<file path="src/rtl/pc_sequencer.sv">
// Fetch-stage program counter: sequential increment, stall, halt and LUT-based
// redirects (absolute or signed PC-relative) with a one-cycle LUT read bubble.
module pc_sequencer #(
   parameter int D  = 10,
   parameter int N  = 4,
   parameter int CW = 16
) (
   input  logic          clk,
   input  logic          reset_n,
   input  logic          start,
   input  logic          halt,
   input  logic          stall,
   input  logic          jump_en,
   input  logic          branch_en,
   input  logic          cond,
   input  logic          rel,
   input  logic [N-1:0]  lut_sel,
   output logic [N-1:0]  lut_addr,
   input  logic [D-1:0]  lut_target,
   output logic [D-1:0]  pc,
   output logic          fetch_valid,
   output logic          branch_taken,
   output logic          done,
   output logic [CW-1:0] redirect_cnt
);

   typedef enum logic [1:0] {
      IDLE     = 2'd0,
      RUN      = 2'd1,
      REDIRECT = 2'd2,
      HALTED   = 2'd3
   } state_t;

   state_t        state_reg, state_next;
   logic [D-1:0]  pc_reg, pc_next;
   logic [N-1:0]  lut_addr_reg, lut_addr_next;
   logic          rel_reg, rel_next;
   logic          branch_taken_reg, branch_taken_next;
   logic [CW-1:0] cnt_reg, cnt_next;

   always_comb begin
      state_next        = state_reg;
      pc_next           = pc_reg;
      lut_addr_next     = lut_addr_reg;
      rel_next          = rel_reg;
      branch_taken_next = 1'b0;
      cnt_next          = cnt_reg;
      case (state_reg)
         IDLE, HALTED: begin
            if (start) begin
               state_next = RUN;
               pc_next    = '0;
               cnt_next   = '0;
            end
         end
         RUN: begin
            if (halt) begin
               state_next = HALTED;
            end else if (stall) begin
               state_next = RUN;
            end else if (jump_en || (branch_en && cond)) begin
               lut_addr_next = lut_sel;
               rel_next      = rel;
               state_next    = REDIRECT;
            end else begin
               pc_next = pc_reg + D'(1);
            end
         end
         REDIRECT: begin
            // Target arrives from the LUT addressed last cycle; a plain D-bit
            // add gives the two's-complement relative offset for free.
            pc_next           = rel_reg ? (pc_reg + lut_target) : lut_target;
            branch_taken_next = 1'b1;
            if (cnt_reg != '1)
               cnt_next = cnt_reg + CW'(1);
            state_next = halt ? HALTED : RUN;
         end
         default: state_next = IDLE;
      endcase
   end

   always_ff @(posedge clk) begin
      if (!reset_n) begin
         state_reg        <= IDLE;
         pc_reg           <= '0;
         lut_addr_reg     <= '0;
         rel_reg          <= 1'b0;
         branch_taken_reg <= 1'b0;
         cnt_reg          <= '0;
      end else begin
         state_reg        <= state_next;
         pc_reg           <= pc_next;
         lut_addr_reg     <= lut_addr_next;
         rel_reg          <= rel_next;
         branch_taken_reg <= branch_taken_next;
         cnt_reg          <= cnt_next;
      end
   end

   assign pc           = pc_reg;
   assign lut_addr     = lut_addr_reg;
   assign branch_taken = branch_taken_reg;
   assign redirect_cnt = cnt_reg;
   assign done         = (state_reg == HALTED);
   assign fetch_valid  = (state_reg == RUN) && !stall && !halt;

endmodule

</file>
<file path="config.mk">
export PLATFORM = sky130hd
export DESIGN_NAME = pc_sequencer
export DESIGN_NICKNAME = d
export VERILOG_FILES = /design/src/rtl/pc_sequencer.sv
export SDC_FILE = /design/constraint.sdc
export NUM_CORES = 1
export LEC_CHECK = 0
export ABC_AREA = 1
export ABC_CLOCK_PERIOD_IN_PS = 1950
export CAP_MARGIN = 20
export CORE_AREA = 2 2 63 95
export DETAILED_ROUTE_END_ITERATION = 10
export DIE_AREA = 0 0 65 97
export PLACE_DENSITY = 0.72
export SETUP_SLACK_MARGIN = 0.3
export SYNTH_ARGS = -nofsm -noshare
export SYNTH_HDL_FRONTEND = slang
export SYNTH_SLANG_ARGS = --single-unit
</file>
<file path="constraint.sdc">
create_clock -name clk -period 1.95 [get_ports clk]
set_clock_uncertainty 0.1 [all_clocks]
set_input_delay 0.2925 -clock clk [delete_from_list [all_inputs] [get_ports clk]]
set_output_delay 0.2925 -clock clk [all_outputs]
set_load 0.01 [all_outputs]
</file>
# Word-level counts from Yosys, hierarchy flattened
# Cells that the tools add are included.
dict set report word_totals {
  reg_bits 34
  input_bits 23
  out_inout_bits 33
  elab_cells 50
}
dict set report classes {
  addsub 3
  n_eq_ne 10
  muxes 16
  n_bitwise 2
  reduce_logical 13
}
# operator n
set ops {}
lappend ops {{10-bit 2-to-1 mux} 5}
lappend ops {{16-bit 2-to-1 mux} 2}
lappend ops {{16-bit case mux with 2 select lines} 1}
lappend ops {{10-bit case mux with 3 select lines} 1}
lappend ops {{16-bit by 1-bit adder with 16-bit output, second input constant} 1}
lappend ops {{16-bit != test, second input constant} 1}
lappend ops {{10-bit by 1-bit adder with 10-bit output, second input constant} 1}
lappend ops {{10-bit adder} 1}
lappend ops {{2-bit 2-to-1 mux} 5}
lappend ops {{2-bit != test, second input constant} 5}
lappend ops {{4-bit AND reduction} 2}
lappend ops {{2-bit case mux with 3 select lines} 1}
lappend ops {{2-bit == test, second input constant} 2}
lappend ops {{4-bit != test, second input constant} 1}
lappend ops {{1-bit logical AND} 3}
lappend ops {{3-bit AND reduction} 1}
lappend ops {{2-bit by 1-bit == test with 1-bit output, second input constant} 1}
lappend ops {{1-bit logical NOT} 2}
lappend ops {{2-bit logical NOT} 1}
lappend ops {{1-bit inverter} 2}
lappend ops {{2-bit AND reduction} 1}
lappend ops {{2-bit nonzero test} 1}
lappend ops {{2-bit OR reduction} 1}
lappend ops {{1-bit logical OR} 1}
lappend ops {{1-bit 2-to-1 mux} 1}

# Depth between registers and ports, before layout
# Gate-level depths: netlist of the first run.
dict set report logic_depth {
  ltp_word 6
  depth_mapped 13
  depth_no_buf 13
}

# Worst setup path before layout of the first run
# Ideal clock, no wire load.
dict set report synth_timing {
  path_type {flip-flop to flip-flop}
  start {register pc_reg[0] (netlist: pc[0])}
  end {register pc_reg[6] (netlist: pc[6])}
  setup_time_ps 132
  arrival_time_ps 1581
  required_time_ps 1718
  setup_slack_ps 136
  path_stages_with_launch 13
  path_buffers 0
  synth_period_minus_slack_ps 1814
  path_cell_list {dfxtp_1 > ha_1 > fa_1 > nand3_1 > nand2_1 > nand3_1 > nand2_1 > nand2_1 > nand3_1 > nand2_1 > nand2_1 > nand2_1 > a21oi_1}
}
dict set report synth_between {
  elab_chain_len 5
  word_cells_on_any_way 7
  cone_classes {add/sub (2); mux (5)}
}
# item line_no
set synth_rtl {}
lappend synth_rtl {{start: declaration} 35} ;# logic [D-1:0] pc_reg, pc_next;
lappend synth_rtl {{start signal: assignment} 92} ;# pc_reg <= pc_next;
lappend synth_rtl {{10-bit by 1-bit adder with 10-bit output} 66} ;# pc_next = pc_reg + D'(1);
lappend synth_rtl {{10-bit 2-to-1 mux} 61} ;# end else if (jump_en || (branch_en && cond)) begin
lappend synth_rtl {{10-bit 2-to-1 mux} 59} ;# end else if (stall) begin
lappend synth_rtl {{10-bit 2-to-1 mux} 57} ;# if (halt) begin
lappend synth_rtl {{10-bit case mux with 3 select lines (*)} 48} ;# case (state_reg)
# Mark *: on every way between the ends. The rest lies on a longest branch, timed or not. The select of a mux whose other input is x is not followed.
# A chain may end at the register's enable or synchronous reset.

# Worst setup path after layout of the first run
dict set report layout_timing {
  start {register pc_reg[0] (netlist: pc[0])}
  end {register pc_reg[4] (netlist: pc[4])}
}
# Same word-level chain as after synthesis.

==> impl_metrics.tcl, run 1 <==
set metrics [dict create \
    cts_buffer_depth 2 \
    num_vias 2944 \
    critPathMaxFanout 5 \
    wl_met3_um 242 \
    muxShareOfSynthArea_pct 0 \
    ir_worst_vdd_mv 0.742 \
    maxSlewViolCount 0 \
    worstHoldPathCells 2 \
    die_x_um 65 \
    critPathKind "reg -> reg" \
    top_layer "met4" \
    synth-xor-area-share_pct 2.89 \
    dp_hpwl_um 5480 \
    rsz0062_at_grt "true" \
    combPwrFrac_pct 44.5 \
    cts_root_buf "clkbuf_8" \
    ff2ff_path_depth 9 \
    synth_ff_type "dfxtp_1" \
    min_path_type "reg -> reg" \
    status "complete, no violations" \
    synth_top_area_share_pct 28.1 \
    async_reset_ff_share_pct 0 \
    whs_ns 0.410 \
    drt-met1-wl_um 2920 \
    cts_tree "built" \
    post_synth.cell_area_avg_um2 6.29 \
    maxSlewHeadroom_pct 78.0 \
    synth_edf_count 0 \
    coreArea_mm2 0.00541 \
    period_minus_slack_ns 1.76 \
    slowest_stage "dfxtp_4" \
    wl_um 7920 \
    worst-path-buf-inv 0 \
    clock-sinks 34 \
    p_int_w 0.00153 \
    synth_adder_area_share_pct 8.05 \
    diodes 0 \
    crit_family "adder cells" \
    synth-seq-cells 34 \
    antenna_found_initial 0 \
    fin_nets 530 \
    grt_pass1_wl_um 12400 \
    critPathCaptureType "register" \
    grtUsageTotal_pct 24.4 \
    synth_common_cells "88 x nand2_1, 58 x nor2_1, 45 x inv_1, 34 x dfxtp_1, 31 x nand3_1" \
    dr_wl_met2_um 4490 \
    grt_max_degree 11 \
    area_growth_syn_to_layout_pct 62.5 \
    final_area_mm2 0.00394 \
    worst_slew_pin_slew_ns 0.327 \
    synth_largest_area_cell "dfxtp_1" \
    yosys.area_share.simple_pct 37.2 \
    cp_num_cells 9 \
    largest_reg_flops 16 \
    period_share_pct 90.1 \
    yosysSeqAreaShare_pct 28.1 \
    synthCells 386 \
    ios 56 \
    initial_core_util_pct 44.9 \
    crit_chain "ha_4 -> fa_2 -> nand3_2 -> nand2_4 -> xor2_1 -> nor2_1 -> o21ai_1 -> nand2_1 -> a21oi_1" \
    finalHoldViolations 0 \
    synth_most_common_cell "nand2_1" \
    port_buffers 55 \
    swShare_pct 35.3 \
    cap_violations 0 \
    grt_overflow 0 \
    die_y_um 97 \
    synth_cell_types 34 \
    drive_above_1_share_pct 29.4 \
    fmax_ghz 0.569 \
    place.gp.congestion 0.910 \
    synth_top_family_by_area "simple AND/OR/NAND/NOR gates" \
    seqPwrFrac_pct 32.3 \
    wl_per_cell_um 14.1 \
    synth_compound_area_share_pct 14.9 \
    ys_warn_count 0 \
    cts_buffers 5 \
    drtPass1Iterations 4 \
    rows 33 \
    start_kind "register" \
    fp.dieArea_mm2 0.00631 \
    worstPathArrival_ns 1.86 \
    syn_area_mm2 0.00243 \
    p_per_area_mw_per_mm2 601 \
    required_ns 2.06 \
    clockPowerShare_pct 23.3 \
    htreeDepth 2 \
    clock_latency_ns 0.29 \
    drc 0 \
    switchingPower_w 0.000836 \
    drt-initial-drc-count 130 \
    via_per_inst 5.23 \
    setup_viol 0 \
    ant_nets 0 \
    p_leak_nw 1.64 \
    synthesis.nets 424 \
    max_stage_delay_ns 0.38 \
    place_area_mm2 0.00334 \
    yosys-top-cells-area "dfxtp_1 28%, nand2_1 14%, nor2_1 9.0%" \
    grt_pass1_vias 2902 \
    clkTransAtPathRegs_ns 0.07 \
]
==> worst reg2reg max path, stage by stage (launching register included) <==
cell and delay [ns]:
dfxtp_4 0.38, ha_4 0.16, fa_2 0.35, nand3_2 0.11, nand2_4 0.07, xor2_1 0.14
nor2_1 0.06, o21ai_1 0.12, nand2_1 0.07, a21oi_1 0.12
==> worst paths after layout <==
check / start / slack, ns / endpoint
setup / recovery: pc[0]$_SDFFE_PN0P_ / 0.19 / pc[4]$_SDFFE_PN0P_
hold reg to reg: redirect_cnt[1]$_SDFFE_PN0P_ / 0.41 / redirect_cnt[1]$_SDFFE_PN0P_
hold / removal: redirect_cnt[1]$_SDFFE_PN0P_ / 0.41 / redirect_cnt[1]$_SDFFE_PN0P_
setup reg to reg: pc[0]$_SDFFE_PN0P_ / 0.19 / pc[4]$_SDFFE_PN0P_
==> cell usage in the layout (no fill, tap or decap), types with 11 or more instances in the layout <==
cell,synthesis,layout
clkdlybuf4s50_1,0,35
buf_4,1,43
o21ai_0,22,19
a21oi_1,29,27
nand3_1,31,26
dlygate4sd2_1,0,15
nand2_1,88,80
dfxtp_1,34,15
dfxtp_2,0,11
inv_1,45,40
ha_4,0,11
nor2_1,58,48
==> area by class of cell <==
cell class	instances	area (µm²)
clock buffer	7	86.3
clock inverter	1	5.00
fill	443	1470
inverter	49	196
multi-input combinational	296	1860
sequential	34	724
tap	70	87.6
timing repair buffer	106	980
==> layer usage <==
layer  vias to the layer above  track usage, %
met5                         -               0
met4                         0            9.82
met3                        21            2.79
met2                        71            47.3
met1                      1375            25.3
li1                       1477               -
==> logic make-up (layout without fill, tap and decap cells) <==
family,Yosys count,after routing
AND/OR/NAND/NOR,206,206
AO/OA/AOI/OAI,67,67
buffers and inverters,56,163
flip-flops,34,34
adder cells (fa/ha/maj),15,15
XOR/XNOR,8,8
==> power by group through the flow <==
stage	logic (W)	registers [W]	clock network, W
5_1_grt	0.00112	0.000770	0.000577
3_3_place_gp	0.000688	0.000769	0
3_5_place_dp	0.000694	0.000771	0
6_report	0.00105	0.000765	0.000552
2_1_floorplan	0.000391	0.000773	0
4_1_cts	0.000918	0.000762	0.000555
==> timing repair <==
| item | CTS | global route |
|---|---|---|
| resized for setup | 77 | 42 |
| pin swaps | 13 | 12 |
| setup buffers | 8 | 8 |
| hold buffers | 0 | 0 |
| cloned | 2 | 0 |
| endpoints found under the setup margin | 41 | 40 |
==> per-stage QoR <==
stage	utilization (%)	setup slack, ns	std cells	total power, W	setup TNS (ns)
5_1_grt	72.9	0.0667	563	0.00247	0
4_1_cts	69.2	0.191	555	0.00224	0
2_1_floorplan	-	0.276	386	0.00116	0
6_report	72.9	0.194	563	0.00237	0
3_3_place_gp	61.7	-0.215	537	0.00146	-1.44
3_5_place_dp	61.7	-0.256	537	0.00147	-1.63
(Power assumes the default switching activity.)
==> run 2: changes to the inputs <==
--- a/config.mk
+++ b/config.mk
@@ -6,7 +6,7 @@
 export NUM_CORES = 1
 export LEC_CHECK = 0
 export ABC_AREA = 1
-export ABC_CLOCK_PERIOD_IN_PS = 1950
+export ABC_CLOCK_PERIOD_IN_PS = 2000
 export CAP_MARGIN = 20
 export CORE_AREA = 2 2 63 95
 export DETAILED_ROUTE_END_ITERATION = 10
==> constraint.sdc (replaced) <==
create_clock -name clk -period 2 [get_ports clk]
set_clock_uncertainty 0.1 [all_clocks]
set_input_delay 0.3 -clock clk [delete_from_list [all_inputs] [get_ports clk]]
set_output_delay 0.3 -clock clk [all_outputs]
set_load 0.01 [all_outputs]
==> run 2 against run 1 <==
  * Via count shrank 2.1%
  * Global-route usage shrank 0.33 points
  * Sequential power fell by 2%
  * Routed wire length fell by 3.2%
  * Critical path type unchanged
  * Largest cell class unchanged
  * Highest routed layer unchanged
==> impl_metrics.tcl, run 2 (synthesis results as in run 1) <==
set metrics [dict create \
    fmax_ghz 0.573 \
    period_minus_slack_ns 1.75 \
    layout_commonest_cell "nand2_1" \
    required_ns 2.11 \
    cts_buffers 5 \
    p_leak_nw 1.58 \
    grt_max_degree 19 \
    clkTransAtPathRegs_ns 0.07 \
    nFillCells 438 \
    htreeDepth 2 \
    place.gp.congestion 0.876 \
    critPathKind "reg -> reg" \
    maxSlewHeadroom_pct 63.4 \
    grt_overflow 0 \
    largest_reg_flops 16 \
    fin_util_pct 70.3 \
    critPathCaptureType "register" \
    grtUsageTotal_pct 24.0 \
    grt_pass1_vias 2726 \
    post-place-ws_ns -0.243 \
    cts_hold_buf 0 \
    tns_ns 0 \
    via_per_inst 5.19 \
    clock_latency_ns 0.29 \
    fp.dieArea_mm2 0.00631 \
    diodes 0 \
    fin_nets 522 \
    status "complete, no violations" \
    ir_worst_vdd_mv 0.594 \
    maxSlewViolCount 0 \
    cts_tree "built" \
    antenna_found_initial 0 \
    ff_latch_area_um2 724 \
    die_y_um 97 \
    critPathMaxFanout 4 \
    cts_buffer_depth 2 \
    period_share_pct 87.3 \
    wl_per_cell_um 13.8 \
    drc 0 \
    multi_input_area_mm2 0.00184 \
    area_growth_syn_to_layout_pct 56.8 \
    start_kind "register" \
    worst_slew_pin_slew_ns 0.548 \
    rows 33 \
    die_x_um 65 \
    port_buffers 55 \
    ant_nets 0 \
    worstPathArrival_ns 1.86 \
    layout_common_cells "79 x nand2_1, 46 x nor2_1, 42 x inv_1, 41 x buf_4, 36 x clkdlybuf4s50_1" \
    dp_hpwl_um 5410 \
    setup_ws_ns 0.255 \
    wl_um 7660 \
    setup_viol 0 \
    rsz0062_at_grt "true" \
    ios 56 \
    p_per_area_mw_per_mm2 558 \
    num_vias 2881 \
    min_path_type "reg -> reg" \
    drtPass1Iterations 4 \
    drt-initial-drc-count 141 \
    coreArea_mm2 0.00541 \
    grt_pass1_wl_um 12100 \
    cts_root_buf "clkbuf_8" \
    clock-sinks 34 \
    initial_core_util_pct 44.9 \
    finalHoldViolations 0 \
    cap_violations 0 \
    drive_above_1_share_pct 28.9 \
]
run 2: changes by cell type in the layout (fill, tap and decap cells not counted), sizes merged:
| cell | before | now |
|---|---|---|
| clkbuf | 7 | 8 |
| bufbuf | 1 | 0 |
| buf | 51 | 43 |
| dlymetal6s2s | 4 | 3 |
| clkdlybuf4s50 | 35 | 36 |
run 2: cell type report:
cell class	count	share of cell area, %
Multi-Input combinational cell	296	48.5
Tap cell	70	2.30
Sequential cell	34	19.0
Clock buffer	7	2.27
Timing Repair Buffer	98	22.8
Inverter	49	4.97
Clock inverter	1	0.132
run 2: where the power goes:
group          leakage (nW)  switching (W)  internal [W]
Combinational          1.24       0.000466      0.000383
Clock                0.0482       0.000249      0.000278
Sequential            0.288      0.0000377      0.000709
run 2: what timing repair did:
item	4_1_cts	5_1_grt
gates resized for setup	60	59
pin swaps	12	23
endpoints found under the setup margin	32	36
cloned	1	0
buffers inserted	2	5
run 2: final timing paths:
| kind | from | end | slack, ns | cells after the start |
|---|---|---|---|---|
| hold reg to reg | state_reg[0]$_SDFFE_PN0P_ | state_reg[0]$_SDFFE_PN0P_ | 0.40 | 2 |
| setup reg to reg | pc[0]$_SDFFE_PN0P_ | pc[2]$_SDFFE_PN0P_ | 0.25 | 8 |
| setup / recovery | pc[0]$_SDFFE_PN0P_ | pc[2]$_SDFFE_PN0P_ | 0.25 | 8 |
| hold / removal | state_reg[0]$_SDFFE_PN0P_ | state_reg[0]$_SDFFE_PN0P_ | 0.40 | 2 |
run 2: worst max-delay path, stage by stage (launching register included):
cell and delay (ns):
dfxtp_4 0.37, ha_4 0.16, fa_2 0.35, buf_4 0.14
xor2_1 0.14, nor2_1 0.06, o22ai_1 0.13, nand2_1 0.08
a21oi_1 0.14
run 2: routing by layer:
layer	track usage [%]	routed length, µm
met1	25.7	2940
met2	45.0	4260
met3	4.07	301
met4	9.33	155
met5	0	0
run 2: metrics by stage:
step	total power (W)	cell area (µm²)	hold slack, ns	instances
6_report	0.00212	3800	0.401	555
5_1_grt	0.00224	3800	0.421	555
4_1_cts	0.00200	3600	0.401	550
3_5_place_dp	0.00139	3300	0.390	539
3_3_place_gp	0.00138	3300	0.389	539
2_1_floorplan	0.00111	2440	0.334	386
